===== src/rtl/fetch_stage_pkg.sv =====
// Shared widths, FSM state encoding and queue entry layout for the fetch stage.
package fetch_stage_pkg;
    localparam int ADDR_W  = 11;
    localparam int INSTR_W = 29;

    typedef enum logic {
        S_IDLE = 1'b0,
        S_RUN  = 1'b1
    } state_e;

    typedef struct packed {
        logic [ADDR_W-1:0]  pc;
        logic [INSTR_W-1:0] instr;
    } entry_t;
endpackage


===== src/rtl/fetch_queue.sv =====
// Synchronous FIFO of fetched {pc, instr} entries; head reads as zero when empty.
module fetch_queue
    import fetch_stage_pkg::*;
#(
    parameter int QDEPTH = 2
) (
    input  logic   clk,
    input  logic   rst_n,
    input  logic   push,
    input  logic   pop,
    input  logic   flush,
    input  entry_t wdata,
    output logic   full,
    output logic   empty,
    output entry_t head
);
    localparam int PTR_W = (QDEPTH > 1) ? $clog2(QDEPTH) : 1;
    localparam int CNT_W = $clog2(QDEPTH + 1);

    entry_t            r_mem [QDEPTH];
    logic [PTR_W-1:0]  r_rd_ptr;
    logic [PTR_W-1:0]  r_wr_ptr;
    logic [CNT_W-1:0]  r_count;
    logic              w_push;
    logic              w_pop;

    function automatic logic [PTR_W-1:0] next_ptr(input logic [PTR_W-1:0] p);
        return (p == PTR_W'(QDEPTH - 1)) ? '0 : p + 1'b1;
    endfunction

    assign empty  = (r_count == '0);
    assign full   = (r_count == CNT_W'(QDEPTH));
    assign w_pop  = pop & ~empty;
    // A full queue can still take a push when the head leaves in the same cycle.
    assign w_push = push & (~full | w_pop);
    assign head   = empty ? '0 : r_mem[r_rd_ptr];

    always_ff @(posedge clk or negedge rst_n) begin
        if (!rst_n) begin
            r_rd_ptr <= '0;
            r_wr_ptr <= '0;
            r_count  <= '0;
        end else if (flush) begin
            r_rd_ptr <= '0;
            r_wr_ptr <= '0;
            r_count  <= '0;
        end else begin
            if (w_push) r_wr_ptr <= next_ptr(r_wr_ptr);
            if (w_pop)  r_rd_ptr <= next_ptr(r_rd_ptr);
            case ({w_push, w_pop})
                2'b10:   r_count <= r_count + CNT_W'(1);
                2'b01:   r_count <= r_count - CNT_W'(1);
                default: r_count <= r_count;
            endcase
        end
    end

    always_ff @(posedge clk) begin
        if (w_push && !flush) r_mem[r_wr_ptr] <= wdata;
    end
endmodule


===== src/rtl/fetch_stage.sv =====
// Instruction fetch: PC register, IDLE/RUN control, branch redirect and an
// instruction queue decoupling the ROM from downstream decode.
module fetch_stage
    import fetch_stage_pkg::*;
#(
    parameter logic [ADDR_W-1:0] RESET_PC = 11'h000,
    parameter int                QDEPTH   = 2
) (
    input  logic               clk,
    input  logic               rst_n,
    input  logic               fetch_en,
    input  logic               branch_en,
    input  logic [ADDR_W-1:0]  branch_addr,
    output logic [ADDR_W-1:0]  AddrROM,
    input  logic [INSTR_W-1:0] DataROM,
    output logic [INSTR_W-1:0] instr_out,
    output logic [ADDR_W-1:0]  pc_out,
    output logic               instr_valid,
    input  logic               instr_ready,
    output state_e             state_dbg
);
    // Handshake: an entry transfers on a rising edge where instr_valid and
    // instr_ready are both 1; the head stays stable while valid and not ready.

    state_e            r_state;
    state_e            w_state_next;
    logic [ADDR_W-1:0] r_pc;
    logic              w_full;
    logic              w_empty;
    logic              w_pop;
    logic              w_capture;
    entry_t            w_head;
    entry_t            w_wdata;

    assign w_pop   = ~w_empty & instr_ready;
    assign w_wdata = '{pc: r_pc, instr: DataROM};

    always_comb begin
        w_state_next = r_state;
        w_capture    = 1'b0;
        w_state_next = fetch_en ? S_RUN : S_IDLE;
        // Branch wins over capture; the flushed queue makes any pop moot.
        if (r_state == S_RUN && !branch_en && (!w_full || w_pop)) begin
            w_capture = 1'b1;
        end
    end

    always_ff @(posedge clk or negedge rst_n) begin
        if (!rst_n) begin
            r_state <= S_IDLE;
        end else begin
            r_state <= w_state_next;
        end
    end

    always_ff @(posedge clk or negedge rst_n) begin
        if (!rst_n) begin
            r_pc <= RESET_PC;
        end else if (branch_en) begin
            r_pc <= branch_addr;
        end else if (w_capture) begin
            r_pc <= r_pc + 1'b1;
        end
    end

    fetch_queue #(
        .QDEPTH (QDEPTH)
    ) u_queue (
        .clk   (clk),
        .rst_n (rst_n),
        .push  (w_capture),
        .pop   (w_pop & ~branch_en),
        .flush (branch_en),
        .wdata (w_wdata),
        .full  (w_full),
        .empty (w_empty),
        .head  (w_head)
    );

    assign AddrROM     = r_pc;
    assign instr_valid = ~w_empty;
    assign instr_out   = w_head.instr;
    assign pc_out      = w_head.pc;
    assign state_dbg   = r_state;
endmodule


===== config.mk =====
export PLATFORM = sky130hd
export DESIGN_NAME = fetch_stage
export DESIGN_NICKNAME = d
export VERILOG_FILES = /design/src/rtl/fetch_stage_pkg.sv /design/src/rtl/fetch_queue.sv /design/src/rtl/fetch_stage.sv
export SDC_FILE = /design/constraint.sdc
export NUM_CORES = 1
export LEC_CHECK = 0
export CORE_MARGIN = 5
export CORE_UTILIZATION = 30
export DETAILED_ROUTE_END_ITERATION = 7
export PLACE_DENSITY_LB_ADDON = 0.25
export SETUP_SLACK_MARGIN = 0.5
export SLEW_MARGIN = 20
export SYNTH_ARGS = -nofsm -noshare
export SYNTH_HDL_FRONTEND = slang
export SYNTH_SLANG_ARGS = --single-unit

===== constraint.sdc =====
create_clock -name clk -period 5.1 [get_ports clk]
set_clock_uncertainty 0.1 [all_clocks]
set_input_delay 1.275 -clock clk [delete_from_list [all_inputs] [get_ports clk]]
set_output_delay 1.275 -clock clk [all_outputs]
set_load 0.05 [all_outputs]

* Yosys cells after proc, flatten, opt, wreduce, memory -nomap -nowiden *
Memories as Yosys holds them, arrays and structs flattened.
Cells that the tools add are included.

word-level totals
  memories = 1
  logic and storage cells = 48
  input bits = 45
  register bits = 16
  latch bits = 0
  memory bits (read-only) = 0
  output and inout bits = 53
  memory bits (writable) = 80

memory list
  name           depth  width  read ports  clocked after memory_dff  wr ports  RTL line           source
  u_queue.r_mem  2      40     1           0                         1         fetch_queue.sv:20  entry_t r_mem [QDEPTH];

operators by class
  bitwise logic cells = 8
  div/mod/pow operators = 0
  multiplexer cells = 15
  reduce and logical (&&, ||, !) cells = 11
  add/subtract/negate cells = 5
  order comparisons = 0
  $mul = 0
  shift operators = 0
  equal/unequal tests = 3

operators with widths
  operator                 count
  $mux W40                 1
  $mux W11                 2
  $add A11 B1 Y11 const B  1
  $mux W1                  10
  $reduce_bool A2 Y1       3
  $and A1 B1 Y1            4
  $eq A2 B2 Y1 const B     2
  $pmux W2 S2              1
  $logic_and A1 B1 Y1      3
  $not A1 Y1               3
  $reduce_bool A3 Y1       1
  $add A1 B1 Y1 const B    2
  $add A2 B1 Y2 const B    1
  $eq A2 B1 Y1 const B     1
  $logic_not A1 Y1         2
  $logic_not A2 Y1         1
  $mux W2                  1
  $sub A2 B1 Y2 const B    1
  $logic_or A1 B1 Y1       1
  $or A1 B1 Y1             1

* Logic depth before layout (Yosys ltp) *
  depth after elaboration = 10
  gate-level depth with buffers = 5
  depth with buffers taken out = 5

* By module *
Synthesis repeated with hierarchy kept, for this count alone.

second synthesis, totals
  cell total of the unflattened synthesis = 275
  area, all modules = 3,991.3 sq um

by module, submodules not included
  module       cells each  sequential area each (sq um)  instances  area an instance (sq um)
  fetch_queue  196         2,502.4                       1          3,250.6
  fetch_stage  79          300.3                         1          740.7

* Worst setup path after synthesis *
OpenSTA, ideal clock, no wires.

  path kind = input -> register
  start point = input port branch_en
  end point = memory u_queue.r_mem[1][0] (netlist name), enable pin
  buffers on the path = 2
  arrival time = 4.630 ns
  slack = -0.126 ns
  setup time = 0.495 ns
  data required time = 4.505 ns
  stages = 3
  cell sequence = buf_1 > clkbuf_1 > nor3b_1

between the ends
  word-level cells in the longest chain between the ends = 8
  elaborated cells on any way between the ends = 12
  classes of those cells = mux: 3; bitwise: 5; reduce/logical: 4

ends and longest elaborated chain
  what                                                         RTL line                                                 source
  from (decl)                                                  fetch_stage.sv:12                                        input logic branch_en,
  $not A1 Y1 / $logic_not A1 Y1 (equally long branches)        fetch_stage.sv:72, fetch_queue.sv:59, fetch_stage.sv:43
  $and A1 B1 Y1 / $logic_and A1 B1 Y1 (equally long branches)  fetch_stage.sv:72, fetch_stage.sv:43
  $and A1 B1 Y1 / $logic_and A1 B1 Y1 (equally long branches)  fetch_queue.sv:33, fetch_stage.sv:43
  $or A1 B1 Y1 / $mux W1 (equally long branches)               fetch_queue.sv:35, fetch_stage.sv:43
  $and A1 B1 Y1                                                fetch_queue.sv:35                                        assign w_push = push & (~full | w_pop);
  $logic_and A1 B1 Y1 (*)                                      fetch_queue.sv:59                                        if (w_push && !flush) r_mem[r_wr_ptr] <= wdata;
  $mux W1 (*)                                                  fetch_queue.sv:59
  $mux W1 (not written as such) (*)                            fetch_queue.sv:59
  to (decl)                                                    fetch_queue.sv:20

Mark *: on every way between the ends. The rest lies on a longest branch, timed or not.

* Final worst setup path *
  start point = register u_queue.r_count[0]
  end point = output port instr_valid

between the ends
  word-level cells in the longest chain between the ends = 2

ends and longest elaborated chain
  what                    RTL line           source
  from (decl)             fetch_queue.sv:23  logic [CNT_W-1:0] r_count;
  from (signal assigned)  fetch_queue.sv:51  2'b10: r_count <= r_count + CNT_W'(1);
  from (signal assigned)  fetch_queue.sv:52  2'b01: r_count <= r_count - CNT_W'(1);
  from (signal assigned)  fetch_queue.sv:53  default: r_count <= r_count;
  $logic_not A2 Y1        fetch_queue.sv:31  assign empty = (r_count == '0);
  $not A1 Y1              fetch_stage.sv:81  assign instr_valid = ~w_empty;
  to (decl)               fetch_stage.sv:18  output logic instr_valid,

Every way passes these cells.

==> run summary <==
first-pass iteration count of the detailed router: 4
post_cts resized: 0
DR vias: 2,350
GRT Util Overall: 0.1106
HP Class: reg2reg
Primary FF master, synth: edfxtp_1
clk sinks: 96
Die Area: 15,250 µm²
initial antenna violation count: 0
hpwl dp: 5311 µm
Fmax: 0.2508 GHz
# hold bufs at CTS: 0
Seq pwr share: 0.471
register area share after synthesis: 0.7254
pin count of the biggest net entering global routing: 43
placed cells: 521
Worst-Skew Late Latency: 0.33 ns
footprint of the multi-input gates: 1028 µm²
syn_area_per_cell: 14.86 µm²
GP Congestion: 0.7335
FP Rows: 41
Sum Neg Setup Slack: 0 ns
Clock transition at path regs: 0.06 ns
NetSw: 0.0005107 W
Synth Warn #: 0
Die Wd: 123.5 µm
register area: 2804 µm²
Gate power share: 0.175
unrepaired setup endpoints after global routing: false
DRT antenna net count: 0
CTS tree: built
run status: finished clean
Core Footprint: 12,620 µm²
total CTS buffers: 9
syn nets: 306
Vias/cell: 4.376
clock root cell: clkbuf_16
Final Critical Period: 3.988 ns
Post-route DRC: 0
Pleak: 1.805 nW
maximum capacitance violations: 0
type of origin of the critical path: flop
H-Tree Depth: 3
relative slew slack: 0.3246
final slew viol count: 0
final setup vio count: 0
post-CTS setup repair buffer count: 0
CP Data Arrival Time: 2.61 ns
post-synth top area share: 0.6218
Post-synth EDFFs: 80
asr flop ratio synth: 0.1667
Initial Util: 0.3062
Fin. Hold Viols: 0
Die Span Y: 123.5 µm
CP Data Required Time: 3.72 ns
total grt overflow: 0
Mapped Area: 3864 µm²
Finished Layout Cells: 537
top fanout value on the critical path: 42
vias in the first global route: 2,509
hold_ws: 0.4170 ns
Sw Share: 0.2600
Power Dens Cells: 365.3 nW/µm²
top cells by count, synth: edfxtp_1, nor2_1, mux2i_1, dfrtp_1, nand2_1
fillers: 1,232
CTS Buffer Depth: 2
Clk pwr share: 0.354
ANT cells: 0
IO buf count: 97
final cycle utilization of the critical path: 0.7819
Yosys top cell by area: edfxtp_1
layout cell share with drive strength beyond 1: 0.07671
WS Path Type: reg2out
Synth Instances: 260
wire length per cell: 15.13 µm
most common cell in the synthesized netlist: edfxtp_1
Post-Route WL: 8126 µm
Worst VDD drop: 0.1546 mV
Synth area leaders: edfxtp_1, mux2i_1, dfrtp_1, nor2_1, xnor2_1
first-pass GRT wire length: 12,840 µm
Int Power: 0.001453 W
synth unique cells: 30
Crit. End Element: output port
nets: 406
#FFs+latches synth: 96
Ports: 98
P&R area growth vs syn: 39.15%
initial DRC count: 89
Worst-Margin Slew: 1.011 ns
## flip-flops by register name, indices dropped and copies added, names as in the netlist
signal and cells:
u_queue.r_wr_ptr 1, u_queue.r_mem 80, u_queue.r_count 2, u_queue.r_rd_ptr 1
state_dbg 1, AddrROM 11
## worst max-delay path, stage by stage (launching register included)
cell,delay [ns]
dfrtp_1,0.47
nor2_4,0.82
inv_1,0.23
clkdlybuf4s50_1,0.77
## metal layers
layer	vias up	share of wire	global-route usage
li1	1150	-	-
met1	1135	0.45	0.1442
met2	59	0.48	0.1767
met3	6	0.054	0.03385
met4	0	0.0094	0.03529
met5	-	0	0
## kinds of logic (layout without fill, tap and decap cells)
kind of cell | Yosys count | count (layout) | share of synthesized area
AOI/OAI and AO/OA | 13 | 13 | 0.01846
muxes | 44 | 44 | 0.1150
buffers and inverters | 15 | 120 | 0.01619
xor gates and xnor gates | 12 | 12 | 0.02720
adders and majority gates | 1 | 1 | 0.003238
and+or+nand+nor | 79 | 79 | 0.09456
DFF | 96 | 96 | 0.7254
## per-stage QoR
step	worst slack, ns	util	total power (W)	instance area, µm²
detailed placement	1.377	0.4012	0.001292	5064
finish	1.112	0.4260	0.001964	5376
floorplan	1.275	-	0.001150	3874
global placement	1.435	0.4012	0.001288	5064
global route	0.8769	0.4260	0.002059	5376
CTS	1.016	0.4260	0.001998	5376
## path summary, 6_finish.rpt
kind / endpoint / start / cells past startpoint / slack [ns]
max: instr_valid / u_queue.r_count[0] / 3 / 1.11
min: u_queue.r_mem[0][39] / AddrROM[10] / 0 / 0.42
max reg2reg: u_queue.r_mem[1][24] / u_queue.r_count[1] / 4 / 2.97
min reg2reg: u_queue.r_mem[0][39] / AddrROM[10] / 0 / 0.42
max in group asynchronous: u_queue.r_rd_ptr / rst_n / 1 / 3.07
min in group asynchronous: AddrROM[6] / rst_n / 1 / 1.30
## area by class of cell
type	count	area share
inverter	2	0.001396
timing repair buffer	102	0.1876
clock buffer	10	0.04259
sequential	96	0.5215
tap	172	0.04003
clock inverter	6	0.01559
multi-input combinational	149	0.1913
## power groups by stage
stage               clock network, W  logic (W)  registers (W)
global placement                   0   0.000347       0.000941
detailed placement                 0   0.000350       0.000943
floorplan                          0   0.000181       0.000969
CTS                         0.000721   0.000351       0.000926
global route                0.000762   0.000366       0.000930
finish                      0.000695   0.000344       0.000925
## placed cells by master, fill, tap and decap left out
cell type | synthesis | final
inv_1 | 2 | 2
nand2_1 | 10 | 10
dfrtp_1 | 16 | 15
nor2_4 | 0 | 1
nor3_1 | 3 | 2
o21ai_0 | 4 | 4
clkinvlp_4 | 0 | 1
bufinv_16 | 0 | 2
mux2_2 | 3 | 3
and4_1 | 1 | 1
clkinv_1 | 0 | 2
nand3_1 | 5 | 5
clkdlybuf4s50_1 | 0 | 97
nor3b_4 | 0 | 1
buf_4 | 0 | 5
a21oi_1 | 1 | 1
a2111oi_0 | 1 | 1
nand4_1 | 3 | 3
nor3b_1 | 2 | 1
clkbuf_16 | 0 | 9
clkbuf_1 | 7 | 1
nor3_4 | 0 | 1
clkinv_4 | 0 | 1
nor3b_2 | 1 | 1
nand2_2 | 1 | 1
edfxtp_1 | 80 | 80
ha_1 | 1 | 1
o21ai_1 | 6 | 6
or3b_4 | 1 | 1
nor2_1 | 45 | 44
and3_1 | 1 | 1
and2_1 | 1 | 1
xor2_1 | 5 | 5
a22oi_1 | 1 | 1
mux2i_1 | 41 | 41
and3b_1 | 1 | 1
dfrtp_2 | 0 | 1
nor4_1 | 4 | 4
xnor2_1 | 7 | 7
No activity file was read; power rests on OpenSTA's default activity.
